===== src/rtl/store_queue_pkg.sv =====
// Shared constants for the store queue: store opcodes, default depth and the store-size encoding.
package store_queue_pkg;

   localparam int SQ_OPCODE_WIDTH = 6;
   localparam int SQ_DEPTH        = 4;

   localparam logic [SQ_OPCODE_WIDTH-1:0] OP_STORE      = 6'h2B;
   localparam logic [SQ_OPCODE_WIDTH-1:0] OP_STORE_HALF = 6'h29;
   localparam logic [SQ_OPCODE_WIDTH-1:0] OP_STORE_BYTE = 6'h28;

   typedef enum logic [1:0] {
      SZ_NONE = 2'd0,
      SZ_BYTE = 2'd1,
      SZ_HALF = 2'd2,
      SZ_WORD = 2'd3
   } store_size_e;

endpackage


===== src/rtl/store_align.sv =====
// Combinational store formatter: opcode + lane offset -> lane-placed data, byte mask, misalign flag.
module store_align
   import store_queue_pkg::*;
#(
   parameter int DWIDTH       = 32,
   parameter int OPCODE_WIDTH = SQ_OPCODE_WIDTH,
   parameter int LANES        = DWIDTH / 8,
   parameter int OFFW         = $clog2(DWIDTH / 8)
) (
   input  logic [OPCODE_WIDTH-1:0] i_opcode,
   input  logic [OFFW-1:0]         i_off,
   input  logic [DWIDTH-1:0]       i_data,
   output logic                    o_is_store,
   output logic                    o_misalign,
   output logic [DWIDTH-1:0]       o_data,
   output logic [LANES-1:0]        o_mask
);

   store_size_e       w_size;
   logic [LANES-1:0]  w_base_mask;
   logic [DWIDTH-1:0] w_base_data;

   always_comb begin
      w_size = SZ_NONE;
      if (i_opcode == OPCODE_WIDTH'(OP_STORE_BYTE))
         w_size = SZ_BYTE;
      else if (i_opcode == OPCODE_WIDTH'(OP_STORE_HALF))
         w_size = SZ_HALF;
      else if (i_opcode == OPCODE_WIDTH'(OP_STORE))
         w_size = SZ_WORD;
   end

   // Value sits in the low bits; build it at lane 0 first, then shift to the addressed lane.
   always_comb begin
      w_base_mask = '0;
      w_base_data = '0;
      o_misalign  = 1'b0;
      case (w_size)
         SZ_BYTE: begin
            w_base_mask = LANES'(1);
            w_base_data = DWIDTH'(i_data[7:0]);
         end
         SZ_HALF: begin
            w_base_mask = LANES'(2'b11);
            w_base_data = DWIDTH'(i_data[15:0]);
            o_misalign  = i_off[0];
         end
         SZ_WORD: begin
            w_base_mask = LANES'(4'hF);
            w_base_data = DWIDTH'(i_data[31:0]);
            o_misalign  = |i_off[1:0];
         end
         default: ;
      endcase
   end

   assign o_is_store = (w_size != SZ_NONE);
   assign o_mask     = w_base_mask << i_off;
   assign o_data     = w_base_data << {i_off, 3'b000};

endmodule


===== src/rtl/store_queue.sv =====
// Store queue: formats MEM-stage stores into lane data/mask and buffers them in a DEPTH-entry FIFO.
// Optional load-hazard comparators are built when the SQ_LD_CHECK_EN macro is defined.
module store_queue
   import store_queue_pkg::*;
#(
   parameter int DWIDTH       = 32,
   parameter int AWIDTH       = 32,
   parameter int DEPTH        = SQ_DEPTH,
   parameter int OPCODE_WIDTH = SQ_OPCODE_WIDTH
) (
   input  logic                      sq_i_clk,
   input  logic                      sq_i_rst_n,
   input  logic                      sq_i_valid,
   output logic                      sq_o_ready,
   input  logic [OPCODE_WIDTH-1:0]   sq_i_opcode,
   input  logic [AWIDTH-1:0]         sq_i_addr,
   input  logic [DWIDTH-1:0]         sq_i_data,
   output logic                      sq_o_misalign,
   output logic                      sq_o_mem_valid,
   input  logic                      sq_i_mem_ready,
   output logic [AWIDTH-1:0]         sq_o_mem_addr,
   output logic [DWIDTH-1:0]         sq_o_mem_data,
   output logic [DWIDTH/8-1:0]       sq_o_mem_mask,
   output logic                      sq_o_empty,
   output logic [$clog2(DEPTH):0]    sq_o_count
`ifdef SQ_LD_CHECK_EN
   ,
   input  logic                      sq_i_ld_valid,
   input  logic [AWIDTH-1:0]         sq_i_ld_addr,
   output logic                      sq_o_ld_hit
`endif
);

   localparam int LANES = DWIDTH / 8;
   localparam int OFFW  = $clog2(LANES);
   localparam int PTRW  = $clog2(DEPTH);
   localparam int CW    = PTRW + 1;

   logic [AWIDTH-1:0] r_addr [DEPTH];
   logic [DWIDTH-1:0] r_data [DEPTH];
   logic [LANES-1:0]  r_mask [DEPTH];
   logic [DEPTH-1:0]  r_valid;
   logic [PTRW-1:0]   r_wr_ptr;
   logic [PTRW-1:0]   r_rd_ptr;
   logic [CW-1:0]     r_count;
   logic              r_misalign;

   logic              w_is_store;
   logic              w_misalign;
   logic [DWIDTH-1:0] w_lane_data;
   logic [LANES-1:0]  w_lane_mask;
   logic [AWIDTH-1:0] w_word_addr;
   logic              w_full;
   logic              w_accept;
   logic              w_enq;
   logic              w_deq;

   store_align #(
      .DWIDTH       (DWIDTH),
      .OPCODE_WIDTH (OPCODE_WIDTH)
   ) u_align (
      .i_opcode   (sq_i_opcode),
      .i_off      (sq_i_addr[OFFW-1:0]),
      .i_data     (sq_i_data),
      .o_is_store (w_is_store),
      .o_misalign (w_misalign),
      .o_data     (w_lane_data),
      .o_mask     (w_lane_mask)
   );

   assign w_word_addr = {sq_i_addr[AWIDTH-1:OFFW], OFFW'(0)};
   assign w_full      = (r_count == CW'(DEPTH));
   assign w_accept    = sq_i_valid & ~w_full;
   assign w_enq       = w_accept & w_is_store & ~w_misalign;
   assign w_deq       = sq_o_mem_valid & sq_i_mem_ready;

   always_ff @(posedge sq_i_clk) begin
      if (!sq_i_rst_n) begin
         r_wr_ptr   <= '0;
         r_rd_ptr   <= '0;
         r_count    <= '0;
         r_misalign <= 1'b0;
         r_valid    <= '0;
      end else begin
         r_misalign <= w_accept & w_is_store & w_misalign;
         // Enqueue needs !full and dequeue needs !empty, so both slots differ when both fire.
         if (w_enq) begin
            r_wr_ptr           <= r_wr_ptr + 1'b1;
            r_valid[r_wr_ptr]  <= 1'b1;
         end
         if (w_deq) begin
            r_rd_ptr           <= r_rd_ptr + 1'b1;
            r_valid[r_rd_ptr]  <= 1'b0;
         end
         case ({w_enq, w_deq})
            2'b10:   r_count <= r_count + 1'b1;
            2'b01:   r_count <= r_count - 1'b1;
            default: r_count <= r_count;
         endcase
      end
   end

   // Payload storage carries no reset; entry validity lives in r_valid.
   always_ff @(posedge sq_i_clk) begin
      if (w_enq) begin
         r_addr[r_wr_ptr] <= w_word_addr;
         r_data[r_wr_ptr] <= w_lane_data;
         r_mask[r_wr_ptr] <= w_lane_mask;
      end
   end

   assign sq_o_ready     = ~w_full;
   assign sq_o_empty     = (r_count == '0);
   assign sq_o_count     = r_count;
   assign sq_o_misalign  = r_misalign;
   assign sq_o_mem_valid = r_valid[r_rd_ptr];
   assign sq_o_mem_addr  = sq_o_mem_valid ? r_addr[r_rd_ptr] : '0;
   assign sq_o_mem_data  = sq_o_mem_valid ? r_data[r_rd_ptr] : '0;
   assign sq_o_mem_mask  = sq_o_mem_valid ? r_mask[r_rd_ptr] : '0;

`ifdef SQ_LD_CHECK_EN
   logic [DEPTH-1:0] w_ld_match;

   for (genvar gi = 0; gi < DEPTH; gi++) begin : g_ld_cmp
      assign w_ld_match[gi] = r_valid[gi] &
                              (r_addr[gi][AWIDTH-1:OFFW] == sq_i_ld_addr[AWIDTH-1:OFFW]);
   end

   assign sq_o_ld_hit = sq_i_ld_valid & (|w_ld_match);
`endif

endmodule


===== config.mk =====
export PLATFORM = sky130hd
export DESIGN_NAME = store_queue
export DESIGN_NICKNAME = d
export VERILOG_FILES = /design/src/rtl/store_queue_pkg.sv /design/src/rtl/store_align.sv /design/src/rtl/store_queue.sv
export SDC_FILE = /design/constraint.sdc
export NUM_CORES = 1
export LEC_CHECK = 0
export BUFFER_PORTS_ARGS = -buffer_cell sky130_fd_sc_hd__buf_2
export CORE_UTILIZATION = 58
export DETAILED_ROUTE_END_ITERATION = 10
export PLACE_DENSITY = 0.9
export SETUP_SLACK_MARGIN = 0.15
export SYNTH_ARGS = -nofsm -noshare
export SYNTH_HDL_FRONTEND = slang
export SYNTH_HIERARCHICAL = 1
export SYNTH_SLANG_ARGS = --single-unit

===== constraint.sdc =====
create_clock -name sq_i_clk -period 4.3 [get_ports sq_i_clk]
set_input_delay 0.215 -clock sq_i_clk [delete_from_list [all_inputs] [get_ports sq_i_clk]]
set_output_delay 0.215 -clock sq_i_clk [all_outputs]
set_load 0.01 [all_outputs]

==> impl_metrics.toml, run 1 <==
[run_status]
run_status = "finished clean"

[sta]
slew_headroom = 0.204
finClkSkew_ps = 20.2
min_period_over_period = 0.711
finalHoldViolCount = 0
finalSetupViolCount = 0
tightestPinTransition_ps = 1190
slew_viol_final = 0
rsz0062_at_grt = "false"
hold_slack_ps = 49.8
period_minus_slack_ps = 3060
max_freq_mhz = 327
setup_tns_ps = 0

[clocking]
htreeDepth = 1
cts_root_buffer = "clkbuf_16"
clk_path_buf_depth = 3
path_clk_slew_ps = 60
tritoncts = "done"
cts_resized = 0
clk_latency_ps = 530
post_cts_buffers = 0
cts.sinks = 278
numCtsBuffers = 28

[drt]
firstDrtPassIters = 5
drc = 0
avgRoutedWirePerCell_um = 22.0
dr_total_vias = 6322
ant_nets = 0
avgViaCountPerCell = 5.97
drtIter0Drc = 435
wirelength_mm = 23.3

[floorplan]
initial_utilization = 0.593
io_pins = 149
rows = 51
fp.dieW_um = 143
core_um2 = 19500
die_y_um = 143
dieArea_um2 = 20500

[finish]
fillers = 1200
instances_no_fill = 1059
syn_to_final_growth_pct = 18.1
drive_above_1_share = 0.345
fin_util = 0.701
n_antenna_cell = 0
fin_nets = 857

[global_route]
grt_pass1_vias = 6526
grt_max_degree = 68
antenna_found_initial = 0
grt_pass1_wl_mm = 35.9
track_usage = 0.237
overflow = 0

[min_path]
worstHoldPathType = "primary input to register"
hp-start = "sq_i_rst_n"

[power_and_ir_drop]
p_leak_nw = 4.59
p_int_mw = 4.44
combPwrFrac = 0.032
power-per-cell-area_nw_per_um2 = 403
power.switching_mw = 1.05
clock_power_share = 0.429
switching_share = 0.192
ir_drop_uv = 344
seqPwrFrac = 0.539

[yosys]
syn_inst = 599
synth_area_um2 = 11500
synth_top_area_cell = "edfxtp_1"
syn_avg_cell_area_um2 = 19.3
synth.area.top_cells = "edfxtp_1, mux4_2, and2_1"
synth_cell_types = 49
synth_edf_count = 264
synth_top_area_share = 0.687
synth_top_flop_cell = "edfxtp_1"
yosys_warnings = 6
synth.top_cells.by_count = "edfxtp_1, and2_1, mux4_2, dfxtp_1, nand2_1"
synth_most_common_cell = "edfxtp_1"
async_flop_share = 0
seq_area_frac_synth = 0.711
ys_seq_elements = 278

[critical_path]
crit_path_end_kind = "output pin"
rr_startpoint = "sq_o_count[2]"
worstPathArrival_ps = 2840
critical_path_class = "register to output pin"
required_ps = 4090
start_kind = "register"
cp_max_fo = 36

[place]
portBuffers = 146
dp_hpwl_mm = 13.8
placed_cells = 977
gp_congestion = 0.956

[flow_run]
maxCapViolations = 0
## what timing repair did
item,in CTS,in global routing
endpoints found under the hold margin,121,0
endpoints found under the setup margin,0,0
hold buffers,31,0
## layer usage
metal  part of all wire  routed length (um)  vias to the layer above  global-route usage
li1                   -                   -                     2765                   -
met1               0.39                9050                     3171               0.306
met2               0.50               11700                      338               0.403
met3              0.086                1990                       48              0.0563
met4              0.023                 524                        0              0.0696
met5                  0                   0                        -                   0
## registers in the layout, summed over array words and instances, names as in the netlist, named ones only
name / cells
r_data: 128
sq_o_misalign: 1
r_mask: 16
r_addr: 120
r_valid: 4
r_rd_ptr: 2
r_wr_ptr: 2
sq_o_count: 3
## worst paths after layout
check,to,slack [ps],cells past startpoint
max,sq_o_mem_addr[31],1240,4
min,sq_o_misalign,50,3
max reg2reg,sq_o_count[2],1710,9
min reg2reg,r_wr_ptr[0],540,2
## cell usage in the layout (no fill, tap or decap), types with 4 or more instances in the layout
cell type,instances
clkbuf_1,4
ha_1,9
a21oi_1,4
inv_1,9
nor2_1,6
edfxtp_1,264
clkinv_1,5
a22oi_1,8
buf_2,146
o21ai_0,5
nor3_1,9
o2bb2ai_1,8
a221o_1,8
mux4_2,66
dlygate4sd3_1,31
clkbuf_16,29
nand2_1,13
mux2i_1,10
clkinv_2,8
a22o_1,8
dfxtp_1,12
and2_1,76
## power groups by stage
stage               Sequential [mW]  Combinational (mW)  Clock [mW]
floorplan                      3.01              0.0833           0
global placement               3.02               0.143           0
detailed placement             3.02               0.152           0
CTS                            2.96               0.176        2.39
global route                   2.96               0.192        2.49
finish                         2.96               0.178        2.36
## worst max-delay path, cell delays in order (launching register included)
cell and delay, ps:
dfxtp_4 830, buf_4 530, mux4_2 590, and2_1 200, buf_2 140
## final cells by class
type / instances / area, um^2 / share of cell area
Clock buffer: 33 / 741 / 0.0543
Clock inverter: 18 / 164 / 0.0120
Inverter: 10 / 37.5 / 0.00275
Multi-Input combinational cell: 275 / 3080 / 0.226
Sequential cell: 278 / 8220 / 0.603
Tap cell: 265 / 332 / 0.0243
Timing Repair Buffer: 180 / 1060 / 0.0780
## cell families (layout without fill, tap and decap cells)
kind of cell / count (synthesis) / count (layout) / share of synthesized area
buffers and inverters: 47 / 241 / 0.0231
AOI/OAI and AO/OA: 54 / 54 / 0.0385
other: 1 / 2 / 0.000325
adders and majority gates: 10 / 10 / 0.0115
xor gates and xnor gates: 2 / 2 / 0.00152
DFF: 278 / 278 / 0.711
and+or+nand+nor: 128 / 128 / 0.0719
muxes: 79 / 79 / 0.142
## per-stage QoR
step           area, um^2  power (mW)  setup WS, ps
6_report            13600        5.49          1240
4_1_cts             13600        5.52          1120
3_5_place_dp        12400        3.17          1160
5_1_grt             13600        5.64           988
2_1_floorplan       11500        3.09           774
3_3_place_gp        12400        3.16          1350
Note: power is estimated with default switching activity, not from simulation.
==> inputs of run 2 (changes only) <==
- ABC_AREA: not set -> 1
- clock period: 4.3 -> 3.17 ns (I/O delays scaled with it)
==> run 2 against run 1 <==
  * Combinational power increased by 75%
  * Clock power rose by 22%
  * Highest routed layer unchanged
  * Flip-flop and latch count did not move
==> impl_metrics.toml, run 2 <==
[sta]
finalHoldViolCount = 0
slew_headroom = 0.313
finalSetupViolCount = 0
slew_viol_final = 0
max_freq_mhz = 386
min_period_over_period = 0.817
tightestPinTransition_ps = 1030
setup_tns_ps = 0
hold_slack_ps = 48.7
finClkSkew_ps = 8.83
rsz0062_at_grt = "false"
period_minus_slack_ps = 2590

[global_route]
track_usage = 0.252
grt_pass1_vias = 8620
antenna_found_initial = 0
grt_max_degree = 80
overflow = 0
grt_pass1_wl_mm = 42.8

[clocking]
post_cts_buffers = 0
numCtsBuffers = 26
clk_latency_ps = 530
cts_root_buffer = "clkbuf_16"
cts_resized = 0
path_clk_slew_ps = 60
clk_path_buf_depth = 3
htreeDepth = 1
postCtsHoldBufs = 32
tritoncts = "done"
cts.sinks = 278

[floorplan]
io_pins = 149
die_y_um = 148
dieArea_um2 = 21800
core_um2 = 20500
fp.dieW_um = 148
initial_utilization = 0.599
rows = 52

[finish]
top_register = "r_data"
fin_nets = 1393
final_common_cell = "edfxtp_1"
reg_top3 = "r_data x128, r_addr x120, r_mask x16"
fillers = 1421
syn_to_final_growth_pct = 15.9
final_cell_mix = "edfxtp_1, nor2_1, nand2_1"
n_antenna_cell = 0
stdcell_area_um2 = 14200
drive_above_1_share = 0.166
largest_reg_flops = 128

[critical_path]
start_kind = "register"
crit_path_end_kind = "output pin"
required_ps = 3010
critical_path_class = "register to output pin"
cp_max_fo = 58
worstPathArrival_ps = 2430

[yosys]
synth_cell_types = 30
synth.top_cells.by_count = "edfxtp_1, nor2_1, nand2_1, o21ai_1, inv_1"
ys_seq_elements = 278
synth_top_area_share = 0.645
synth_top_area_cell = "edfxtp_1"
synth_most_common_cell = "edfxtp_1"
async_flop_share = 0
synth_area_um2 = 12300
synth_edf_count = 264
syn_avg_cell_area_um2 = 10.6
synth_top_flop_cell = "edfxtp_1"
seq_area_frac_synth = 0.668
syn_inst = 1159
yosys_warnings = 6
synth.area.top_cells = "edfxtp_1, nor2_1, o21ai_1"

[drt]
wirelength_mm = 27.7
firstDrtPassIters = 6
drtIter0Drc = 809
ant_nets = 0
drc = 0
avgRoutedWirePerCell_um = 17.3
dr_total_vias = 8910
avgViaCountPerCell = 5.58

[place]
placed_cell_area_um2 = 13100
portBuffers = 146
dp_hpwl_mm = 16.9
gp_congestion = 0.875

[flow_run]
maxCapViolations = 0

[min_path]
worstHoldPathType = "primary input to register"

[power_and_ir_drop]
ir_drop_uv = 395
power_mw = 7.22
power-per-cell-area_nw_per_um2 = 507
p_leak_nw = 6.07

[run_status]
run_status = "finished clean"
## run 2: power by group
group | internal [mW] | switching, mW | leakage [nW] | total [mW]
Combinational | 0.113 | 0.197 | 3.06 | 0.311
Clock | 1.62 | 1.27 | 0.383 | 2.89
Sequential | 4.00 | 0.00897 | 2.63 | 4.01
## run 2: critical path, cell delays in order, from the launching register on
cell,delay (ps)
dfxtp_4,540
buf_4,550
nor2_1,130
nor2_1,160
o21ai_1,110
o21ai_1,150
nand2_1,70
inv_1,50
buf_2,120
## run 2: kinds of logic (layout without fill, tap and decap cells)
group                      count (synthesis)  after routing  synth area share
AOI/OAI and AO/OA                        214            214            0.0879
other                                      1              2          0.000305
DFF                                      278            278             0.668
and+or+nand+nor                          475            475             0.163
adders and majority gates                 10             10            0.0108
buffers and inverters                    181            347            0.0700
## run 2: cell type report
class	instances	area [um^2]	area share
Clock inverter	14	91.3	0.00642
Tap cell	270	338	0.0237
Timing Repair Buffer	191	1260	0.0886
Clock buffer	31	691	0.0485
Inverter	111	419	0.0294
Multi-Input combinational cell	701	3220	0.226
Sequential cell	278	8220	0.577
## run 2: worst paths after layout
check                                   from                to  depth (start not counted)  slack, ps
worst max-delay path                register  sq_o_mem_data[1]                          8        580
worst min-delay path            sq_i_data[5]     r_data[0][21]                          3         50
worst max register to register   r_rd_ptr[0]     sq_o_count[2]                         12       1030
worst min register to register    r_valid[1]        r_valid[1]                          4        520
## run 2: routing by layer
layer / track usage / up-vias / wire, um
li1: - / 4224 / -
met3: 0.0318 / 46 / 2280
met1: 0.327 / 4206 / 10900
met2: 0.436 / 434 / 13900
met5: 0 / - / 0
met4: 0.0918 / 0 / 539
## run 2: per-stage QoR
| step | instances | worst slack, ps | utilization |
|---|---|---|---|
| finish | 1596 | 581 | 0.695 |
| global route | 1596 | 427 | 0.695 |
| CTS | 1596 | 551 | 0.695 |
| detailed placement | 1519 | 640 | 0.641 |
| global placement | 1519 | 666 | 0.641 |
| floorplan | 1160 | 555 | - |
